[src/rtl/in_signal_pkg.sv]
// rtl/in_signal_pkg.sv - shared symbol types and FIFO occupancy states for InSignal/OutSignal blocks
package in_signal_pkg;
    localparam int SYM_W = 3;

    typedef logic [SYM_W-1:0] sym_t;

    typedef enum logic [1:0] {
        OCC_EMPTY,
        OCC_PARTIAL,
        OCC_FULL
    } occ_state_t;
endpackage

[src/rtl/in_signal_fifo.sv]
// rtl/in_signal_fifo.sv - symbol FIFO with count-tracked occupancy, simultaneous push/pop and flush
module in_signal_fifo #(
    parameter int DEPTH = 4,
    parameter int SYM_W = 3
) (
    input  logic                     clk,
    input  logic                     rst_n,
    input  logic [SYM_W-1:0]         wrData,
    input  logic                     push,
    input  logic                     pop,
    input  logic                     flush,
    output logic [SYM_W-1:0]         rdData,
    output logic                     rdValid,
    output logic                     full,
    output logic                     pushAcc,
    output logic [$clog2(DEPTH):0]   count
);
    import in_signal_pkg::*;

    localparam int PW = $clog2(DEPTH);
    localparam logic [PW:0] FULL_CNT = (PW+1)'(DEPTH);

    logic [SYM_W-1:0] mem [DEPTH];
    logic [PW-1:0]    wrPtr;
    logic [PW-1:0]    rdPtr;
    logic [PW:0]      cnt;
    logic [PW:0]      cntNext;
    logic             popAcc;
    occ_state_t       occState;
    occ_state_t       occNext;

    // A pop on a full FIFO frees the slot the same edge, so the push is taken too.
    always_comb begin
        popAcc  = pop & (occState != OCC_EMPTY) & ~flush;
        pushAcc = push & ~flush & ((occState != OCC_FULL) | popAcc);
        cntNext = cnt;
        occNext = occState;
        if (flush) begin
            cntNext = '0;
        end else if (pushAcc & ~popAcc) begin
            cntNext = cnt + 1'b1;
        end else if (popAcc & ~pushAcc) begin
            cntNext = cnt - 1'b1;
        end
        if (cntNext == '0) begin
            occNext = OCC_EMPTY;
        end else if (cntNext == FULL_CNT) begin
            occNext = OCC_FULL;
        end else begin
            occNext = OCC_PARTIAL;
        end
    end

    always_ff @(posedge clk or negedge rst_n) begin
        if (!rst_n) begin
            occState <= OCC_EMPTY;
            cnt      <= '0;
            wrPtr    <= '0;
            rdPtr    <= '0;
        end else begin
            occState <= occNext;
            cnt      <= cntNext;
            if (flush) begin
                wrPtr <= '0;
                rdPtr <= '0;
            end else begin
                if (pushAcc) wrPtr <= wrPtr + 1'b1;
                if (popAcc)  rdPtr <= rdPtr + 1'b1;
            end
        end
    end

    // Storage needs no reset: the read port is masked whenever the FIFO is empty.
    always_ff @(posedge clk) begin
        if (pushAcc) mem[wrPtr] <= wrData;
    end

    assign rdValid = (occState != OCC_EMPTY);
    assign full    = (occState == OCC_FULL);
    assign rdData  = rdValid ? mem[rdPtr] : '0;
    assign count   = cnt;
endmodule

[src/rtl/in_signal_rx.sv]
// rtl/in_signal_rx.sv - InSignal receiver: strobed capture into FIFO, sticky overflow, optional drop counter (IN_SIGNAL_RX_OVF_CNT_EN)
module in_signal_rx #(
    parameter int DEPTH = 4,
    parameter int SYM_W = 3
) (
    input  logic                     clk,
    input  logic                     rst_n,
    input  logic [SYM_W-1:0]         InSignal,
    input  logic                     InSignal0,
    input  logic                     flush,
    input  logic                     clr_ovf,
    input  logic                     rd_ready,
    output logic                     rd_valid,
    output logic [SYM_W-1:0]         rd_data,
    output logic [$clog2(DEPTH):0]   count,
    output logic                     overflow
`ifdef IN_SIGNAL_RX_OVF_CNT_EN
    ,
    output logic [7:0]               ovf_cnt
`endif
);
    import in_signal_pkg::*;

    logic pop;
    logic full;
    logic pushAcc;
    logic drop;

    assign pop = rd_valid & rd_ready;

    in_signal_fifo #(
        .DEPTH (DEPTH),
        .SYM_W (SYM_W)
    ) u_fifo (
        .clk     (clk),
        .rst_n   (rst_n),
        .wrData  (InSignal),
        .push    (InSignal0),
        .pop     (pop),
        .flush   (flush),
        .rdData  (rd_data),
        .rdValid (rd_valid),
        .full    (full),
        .pushAcc (pushAcc),
        .count   (count)
    );

    // A symbol discarded by flush is not a drop.
    assign drop = InSignal0 & full & ~pushAcc & ~flush;

    always_ff @(posedge clk or negedge rst_n) begin
        if (!rst_n) begin
            overflow <= 1'b0;
        end else if (drop) begin
            overflow <= 1'b1;
        end else if (clr_ovf) begin
            overflow <= 1'b0;
        end
    end

`ifdef IN_SIGNAL_RX_OVF_CNT_EN
    always_ff @(posedge clk or negedge rst_n) begin
        if (!rst_n) begin
            ovf_cnt <= '0;
        end else if (drop) begin
            if (clr_ovf) begin
                ovf_cnt <= 8'd1;
            end else if (ovf_cnt != 8'hFF) begin
                ovf_cnt <= ovf_cnt + 8'd1;
            end
        end else if (clr_ovf) begin
            ovf_cnt <= '0;
        end
    end
`endif
endmodule

[config.mk]
export PLATFORM = sky130hd
export DESIGN_NAME = in_signal_rx
export DESIGN_NICKNAME = d
export VERILOG_FILES = /design/src/rtl/in_signal_pkg.sv /design/src/rtl/in_signal_fifo.sv /design/src/rtl/in_signal_rx.sv
export SDC_FILE = /design/constraint.sdc
export NUM_CORES = 1
export LEC_CHECK = 0
export CAP_MARGIN = 15
export CORE_UTILIZATION = 55
export DETAILED_ROUTE_END_ITERATION = 6
export PLACE_DENSITY = 0.82
export RECOVER_POWER = 25
export SLEW_MARGIN = 20
export SYNTH_ARGS = -nofsm -noshare
export SYNTH_HDL_FRONTEND = slang
export SYNTH_SLANG_ARGS = --single-unit
export TNS_END_PERCENT = 50
[constraint.sdc]
create_clock -name clk -period 4.19 [get_ports clk]
set_input_delay 1.0475 -clock clk [delete_from_list [all_inputs] [get_ports clk]]
set_output_delay 1.0475 -clock clk [all_outputs]
set_load 0.01 [all_outputs]
; ---- Word level (Yosys, flattened, before mapping)
; Memory sizes are Yosys's and may differ from the RTL's.
; Index checks and enable logic that the tools add are counted.
[word_totals]
ff_bits = 10
latch_bits = 0
mem_bits_rw = 12
romBits = 0
inputBits = 9
word_cells = 46
mem_count = 1
[op_classes]
n_addsub = 4
n_mul = 0
div = 0
magnitude_cmp = 0
n_eq_ne = 3
shifts = 0
n_mux = 14
n_bitwise = 14
n_reduce_logical = 5
[memory_table]
columns = memory, words, width, read_ports, rd_clocked_by_memory_dff, write_ports, line_no
row1 = u_fifo.mem, 4, 3, 1, 0, 1, in_signal_fifo.sv:23  ; logic [SYM_W-1:0] mem [DEPTH];
[op_table]
columns = cell, count
row1 = $mux 2, 6
row2 = $mux 3, 4
row3 = $and 1x1->1, 10
row4 = $reduce_bool 2->1, 4
row5 = $add 2x1->2 const B, 2
row6 = $mux 1, 4
row7 = $add 3x1->3 const B, 1
row8 = $eq 3x3->1 const B, 1
row9 = $logic_not 3->1, 1
row10 = $not 1->1, 3
row11 = $sub 3x1->3 const B, 1
row12 = $eq 2x2->1 const B, 1
row13 = $ne 2x2->1 const B, 1
row14 = $or 1x1->1, 1

; ---- Longest topological paths before layout
; Gate-level depths: netlist of the first run.
[logic_depth]
word_depth = 14
mapped_depth = 6

; ---- Modules after synthesis
; Synthesis of the first run repeated with hierarchy kept, for this count alone.
[hier_totals]
hier_cells = 90
hier_area_um2 = 1134.8
[by_module_without_submodules]
columns = module, instances, cells_each, area_each_um2, seq_area_each_um2
row1 = in_signal_fifo, 1, 85, 1079.8, 585.6
row2 = in_signal_rx, 1, 5, 55.1, 25.0

; ---- Least setup slack after synthesis of the first run
; OpenSTA, ideal clock, no wires.
[synth_timing]
path_type = flip-flop to output port
from = register u_fifo.rdPtr[0]
to = output rd_data[0]
t_arrival_ps = 1235
required_time_ps = 3143
slack_ps = 1908
path_stages_with_launch = 4
n_path_buf = 1
path_cell_list = dfrtp_1 > clkbuf_1 > mux4_2 > nor2b_1
[synth_between]
elab_chain_len = 2
[synth_rtl]
columns = item, line_no
row1 = "start, declared", in_signal_fifo.sv:25  ; logic [PW-1:0] rdPtr;
row2 = "start signal, assigned", in_signal_fifo.sv:68  ; if (popAcc) rdPtr <= rdPtr + 1'b1;
row3 = $mem_v2 4x3, -
row4 = $mux 3, in_signal_fifo.sv:80  ; assign rdData = rdValid ? mem[rdPtr] : '0;
row5 = "end, declared", in_signal_rx.sv:14  ; output logic [SYM_W-1:0] rd_data,
; No other way between the ends.

; ---- Worst setup path after layout of the first run
[layout_timing]
from = register u_fifo.rdPtr[0]
to = output rd_data[1]
; The elaborated chain is that of the path after synthesis.

==> results of run 1 <==
==> per-layer routing <==
metal | global-route usage, % | routed length [µm] | up-vias
met4 | 8.57 | 33 | 0
met2 | 32.6 | 1010 | 18
li1 | - | - | 362
met1 | 26.1 | 893 | 358
met3 | 2.26 | 59 | 4
met5 | 0 | 0 | -
==> layout make-up <==
| type | count | area share (%) |
|---|---|---|
| clock buffer | 3 | 1.67 |
| clock inverter | 1 | 0.279 |
| inverter | 7 | 1.95 |
| multi-input combinational | 59 | 36.4 |
| sequential | 22 | 45.3 |
| tap | 27 | 2.51 |
| timing repair buffer | 16 | 11.9 |
==> stage by stage <==
step	power (µW)	utilization [%]	setup WS, ns	instance area [µm²]	hold WS (ns)
after global placement	416	68.0	1.41	1320	0.537
after CTS	516	69.4	1.16	1350	0.562
after floorplan	363	-	1.91	1130	0.550
after global routing	540	69.4	1.07	1350	0.565
final	512	69.4	1.18	1350	0.558
after detailed placement	421	68.0	1.40	1320	0.545
==> path summary, 6_finish.rpt <==
check	depth (start not counted)	from	slack [ns]	end
hold / removal	2	overflow	0.56	overflow
min in group asynchronous	1	rst_n	1.12	u_fifo.rdPtr[1]
hold reg to reg	2	overflow	0.56	overflow
max in group asynchronous	1	rst_n	2.74	u_fifo.wrPtr[0]
setup reg to reg	6	u_fifo.count[0]	2.47	u_fifo.occState[1]
setup / recovery	3	u_fifo.rdPtr[0]	1.18	rd_data[1]
==> kinds of logic after synthesis <==
family	after synthesis	share of synthesized area, %
AOI/OAI and AO/OA	11	7.72
adders and majority gates	6	6.62
DFF	22	53.8
buffers and inverters	9	2.98
xor gates and xnor gates	3	2.32
muxes	5	7.94
and+or+nand+nor	34	18.6
==> cells in the mapped netlist <==
cell / instances
ha_1: 6
nand2b_1: 2
dfrtp_1: 10
o21ai_2: 1
nor4_1: 2
clkbuf_1: 2
or3_1: 1
a311oi_1: 1
mux2_2: 1
xor2_1: 1
mux2_1: 1
nor3_1: 3
a211oi_1: 2
edfxtp_1: 12
o21ai_0: 2
or2_1: 1
and2_2: 1
nor3b_1: 1
o21a_1: 2
o32ai_1: 1
nor4b_1: 1
nor2b_1: 3
mux4_2: 3
nand2b_2: 1
xnor2_1: 2
or4_4: 1
inv_1: 7
nor2_1: 10
and2_1: 4
nor3_2: 1
a31oi_1: 1
nor4b_2: 1
a2bb2oi_2: 1
nor2b_2: 1
==> critical path, stage by stage (launching register included) <==
cell and delay (ns):
dfrtp_1 0.51, mux4_2 0.52, nor2b_1 0.14, clkdlybuf4s50_1 0.49
==> registers in the layout, indices dropped and copies added, names as in the netlist <==
signal / flops
u_fifo.occState: 2
u_fifo.count: 3
u_fifo.mem: 12
u_fifo.rdPtr: 2
overflow: 1
u_fifo.wrPtr: 2
==> placed cells by master, fill, tap and decap left out, types with 3 or more instances in the layout <==
cell type | Yosys | routed
and2_1 | 4 | 4
clkbuf_4 | 0 | 3
clkdlybuf4s50_1 | 0 | 14
dfrtp_1 | 10 | 10
edfxtp_1 | 12 | 12
ha_1 | 6 | 6
inv_1 | 7 | 7
mux4_2 | 3 | 3
nor2_1 | 10 | 10
nor2b_1 | 3 | 3
nor3_1 | 3 | 3
==> power groups by stage <==
stage	logic (µW)	registers, µW	clock network (µW)
2_1_floorplan	93.9	269	0
3_3_place_gp	143	273	0
3_5_place_dp	146	274	0
4_1_cts	148	270	98.3
5_1_grt	165	273	101
6_report	146	269	96.3
==> results.json, run 1 <==
{
  "run_status": "completed",
  "dieArea_um2": 2250,
  "die_x_um": 47.4,
  "grt_pass1_wl_mm": 2.94,
  "die_h_um": 47.4,
  "grt_usage_pct": 19.6,
  "place_congestion": 0.759,
  "fillerInstances": 151,
  "hold_buffers": 0,
  "vias_per_cell": 5.50,
  "power.share.clock_pct": 18.8,
  "drc_errors": 0,
  "critPathCaptureType": "output port",
  "avgRoutedWirePerCell_um": 14.8,
  "synthTopCellsByArea": "edfxtp_1, dfrtp_1, ha_1",
  "yosysSeqAreaShare_pct": 53.8,
  "grt_pass1_vias": 651,
  "ys_types": 34,
  "clock_sinks": 22,
  "power_frac_comb_pct": 28.5,
  "path_class": "register to output port",
  "report.final.setup_viol": 0,
  "row_count": 16,
  "antenna_found_initial": 0,
  "drt_pass1_iterations": 4,
  "netlist.area_leader.share_pct": 31.8,
  "seq_area_um2": 611,
  "required_ns": 3.14,
  "initial_core_util_pct": 58.4,
  "grt-ovfl-total": 0,
  "cap_violations": 0,
  "ant_nets": 0,
  "rsz0062_at_grt": "no",
  "hpwl_mm": 1.50,
  "p_leak_uw": 0.000508,
  "h-tree-depth": 1,
  "slew_headroom_pct": 67.9,
  "worst_pin_slew_ns": 0.480,
  "crit_fanout": 5,
  "syn_nets": 105,
  "multi_input_area_um2": 490,
  "drive_gt1_share_pct": 13.9,
  "drt-total-wl_mm": 2.00,
  "cp-start-kind": "register",
  "layout.cells.non_filler": 135,
  "finalHoldViolCount": 0,
  "nets": 124,
  "cts_tree": "built",
  "worstPathArrival_ns": 1.96,
  "max_freq_ghz": 0.333,
  "tns_ns": 0,
  "cts_resized": 0,
  "period_minus_slack_ns": 3.01,
  "placed_cells": 131,
  "grt_start_max_net_pins": 13,
  "ios": 17,
  "cts_root_buffer": "clkbuf_4",
  "cts_setup_buffers": 0,
  "yosys_warnings": 0,
  "yosysTopAreaCell": "edfxtp_1",
  "p_per_area_nw_per_um2": 380,
  "netlist_instances": 90,
  "avgSynthCellArea_um2": 12.6,
  "place.port_buffers": 16,
  "fin_crit_sh_pct": 71.8,
  "drt_iter0_markers": 27,
  "slew_viol_final": 0,
  "netlist_area_um2": 1130,
  "clockBufferDepth": 2,
  "area_growth_pct": 18.7,
  "coreArea_um2": 1940,
  "peakVddDrop_mv": 0.310,
  "p_sw_share_pct": 29.2,
  "ys_seq_elements": 22,
  "clk_pin_slew_ns": 0.12,
  "finClkSkew_ns": 0.0136,
  "hp-class": "register to register",
  "seqPwrFrac_pct": 52.7,
  "p_sw_uw": 149,
  "diodes": 0,
  "clock_latency_ns": 0.31,
  "num_vias": 742,
  "cts_buffers": 3,
  "p_int_uw": 362
}
Power figures use the tool's default switching activity.
==> run 2, diff against run 1 <==
--- a/config.mk
+++ b/config.mk
@@ -6,9 +6,9 @@
 export NUM_CORES = 1
 export LEC_CHECK = 0
 export CAP_MARGIN = 15
-export CORE_UTILIZATION = 55
+export CORE_UTILIZATION = 47
 export DETAILED_ROUTE_END_ITERATION = 6
-export PLACE_DENSITY = 0.82
+export PLACE_DENSITY = 0.75
 export RECOVER_POWER = 25
 export SLEW_MARGIN = 20
 export SYNTH_ARGS = -nofsm -noshare
==> constraint.sdc (replaced) <==
create_clock -name clk -period 2.5 [get_ports clk]
set_input_delay 0.625 -clock clk [delete_from_list [all_inputs] [get_ports clk]]
set_output_delay 0.625 -clock clk [all_outputs]
set_load 0.01 [all_outputs]
==> run 2 against run 1 <==
Net effect: clock-buffer cell count unchanged; final cell count increased by 2.2%; setup slack got worse by 1.0 ns; non-clock buffer count rose by 2; final area grew 3.0%; utilization decreased by 7.9 points; largest power group unchanged.
==> results.json, run 2 (synthesized netlist as in run 1, its figures left out) <==
{
  "run_status": "completed",
  "cts_tree": "built",
  "worstHoldEndpoint": "overflow",
  "largest_reg_flops": 12,
  "grt_pass1_wl_mm": 3.59,
  "r2r_slack_ns": 0.85,
  "die_h_um": 51.1,
  "wl_met3_um": 43,
  "final_common_cell": "edfxtp_1",
  "tns_ns": 0,
  "layout_common_cells": "edfxtp_1, nor2_1, clkdlybuf4s50_1, dfrtp_1, inv_1",
  "cpPeakStageDelay_ns": 0.51,
  "finClkSkew_ns": 0.00623,
  "num_vias": 736,
  "hp-class": "register to register",
  "regToRegEndpoint": "u_fifo.occState[0]",
  "routedLengthMet1_um": 952,
  "grt_usage_pct": 19.6,
  "peakVddDrop_mv": 0.391,
  "finalHoldViolCount": 0,
  "fin_util_pct": 61.5,
  "crit_start": "u_fifo.rdPtr[0]",
  "slew_headroom_pct": 64.8,
  "top_layer": "met4",
  "cp-start-kind": "register",
  "hold_ws_ns": 0.543,
  "place.port_buffers": 16,
  "crit_family": "multiplexers",
  "p_int_uw": 709,
  "vias_per_cell": 5.33,
  "clock_sinks": 22,
  "ant_nets": 0,
  "max_freq_ghz": 0.431,
  "seqPwrFrac_pct": 46.5,
  "cts_buffers": 3,
  "path_class": "register to output port",
  "crit_chain": "mux4_2 > nor2b_1 > dlygate4sd2_1",
  "cp_num_buf_inv": 1,
  "clockBufferDepth": 2,
  "rsz0062_at_grt": "no",
  "worst_pin_slew_ns": 0.526,
  "final_area_um2": 1390,
  "fin_crit_sh_pct": 92.8,
  "nets": 126,
  "p_leak_uw": 0.000541,
  "h-tree-depth": 1,
  "place_congestion": 0.807,
  "coreArea_um2": 2250,
  "hpwl_mm": 1.59,
  "power_frac_comb_pct": 25.5,
  "worstPathArrival_ns": 1.70,
  "period_minus_slack_ns": 2.32,
  "critPathCaptureType": "output port",
  "clk_pin_slew_ns": 0.13,
  "rr_worst_depth": 4,
  "drc_errors": 0,
  "finalWorstSetupSlack_ns": 0.179,
  "min-delay-start": "overflow",
  "r2r_start": "u_fifo.count[0]",
  "slowest_stage": "mux4_2",
  "pre_cts_slack_ns": 0.216,
  "initial_core_util_pct": 50.3,
  "largest_register": "u_fifo.mem",
  "power.share.clock_pct": 28.0,
  "cap_violations": 0,
  "dpl_cell_area_um2": 1330,
  "diodes": 0,
  "grt-ovfl-total": 0,
  "grt_start_max_net_pins": 14,
  "p_per_area_nw_per_um2": 701,
  "required_ns": 1.88,
  "area_growth_pct": 22.3,
  "dieArea_um2": 2620,
  "report.final.setup_viol": 0,
  "cts_root_buffer": "clkbuf_4",
  "drt_iter0_markers": 15,
  "clock_latency_ns": 0.31,
  "p_sw_uw": 264,
  "row_count": 17,
  "fillerInstances": 195,
  "hold_buffers": 0,
  "p_sw_share_pct": 27.1,
  "grt_pass1_vias": 752,
  "drt_pass1_iterations": 2,
  "antenna_found_initial": 0,
  "drive_gt1_share_pct": 17.3,
  "crit_fanout": 4,
  "die_x_um": 51.1,
  "avgRoutedWirePerCell_um": 15.5,
  "slew_viol_final": 0,
  "met2_length_mm": 1.10,
  "hold_depth": 2,
  "ios": 17,
  "drt-total-wl_mm": 2.14
}
-- run 2: layout make-up --
| type | count | area (µm²) | share of cell area, % |
|---|---|---|---|
| inverter | 7 | 26.3 | 1.89 |
| sequential | 22 | 612 | 44.1 |
| tap | 28 | 35.0 | 2.52 |
| multi-input combinational | 59 | 490 | 35.3 |
| clock buffer | 3 | 22.5 | 1.62 |
| timing repair buffer | 18 | 171 | 12.4 |
| clock inverter | 1 | 30.0 | 2.16 |
-- run 2: through the flow --
| stage | power [µW] | instances |
|---|---|---|
| 6_report | 973 | 138 |
| 3_3_place_gp | 698 | 133 |
| 4_1_cts | 979 | 138 |
| 5_1_grt | 1020 | 138 |
| 3_5_place_dp | 713 | 133 |
| 2_1_floorplan | 608 | 90 |
-- run 2: worst register-to-register path, cell delays in order, from the launching register on --
cell	delay, ns
dfrtp_1	0.55
inv_1	0.08
ha_1	0.36
mux2_2	0.35
a211oi_1	0.22
-- run 2: power groups by stage --
stage	registers, µW	logic [µW]	clock network [µW]
finish	453	248	272
global route	457	277	290
CTS	453	252	275
detailed placement	461	252	0
global placement	456	242	0
floorplan	450	157	0
-- run 2: per-layer routing --
metal  vias up  track usage, %
met5         -               0
met4         0            10.6
met3         4            2.08
met2         9            33.6
met1       358            24.1
li1        365               -
-- run 2: worst max-delay path by stage --
stage	to	cells past startpoint
2_1_floorplan	rd_data[0]	3
3_5_place_dp	rd_data[1]	3
5_1_grt	rd_data[2]	3
3_3_place_gp	rd_data[0]	3
6_report	rd_data[1]	3
4_1_cts	rd_data[1]	3
-- run 2: what timing repair did --
| action | 4_1_cts | 5_1_grt |
|---|---|---|
| buffers inserted | 1 | 0 |
| endpoints found under the setup margin | 3 | 0 |
| endpoints found under the hold margin | 0 | 0 |
| resized for setup | 4 | 0 |
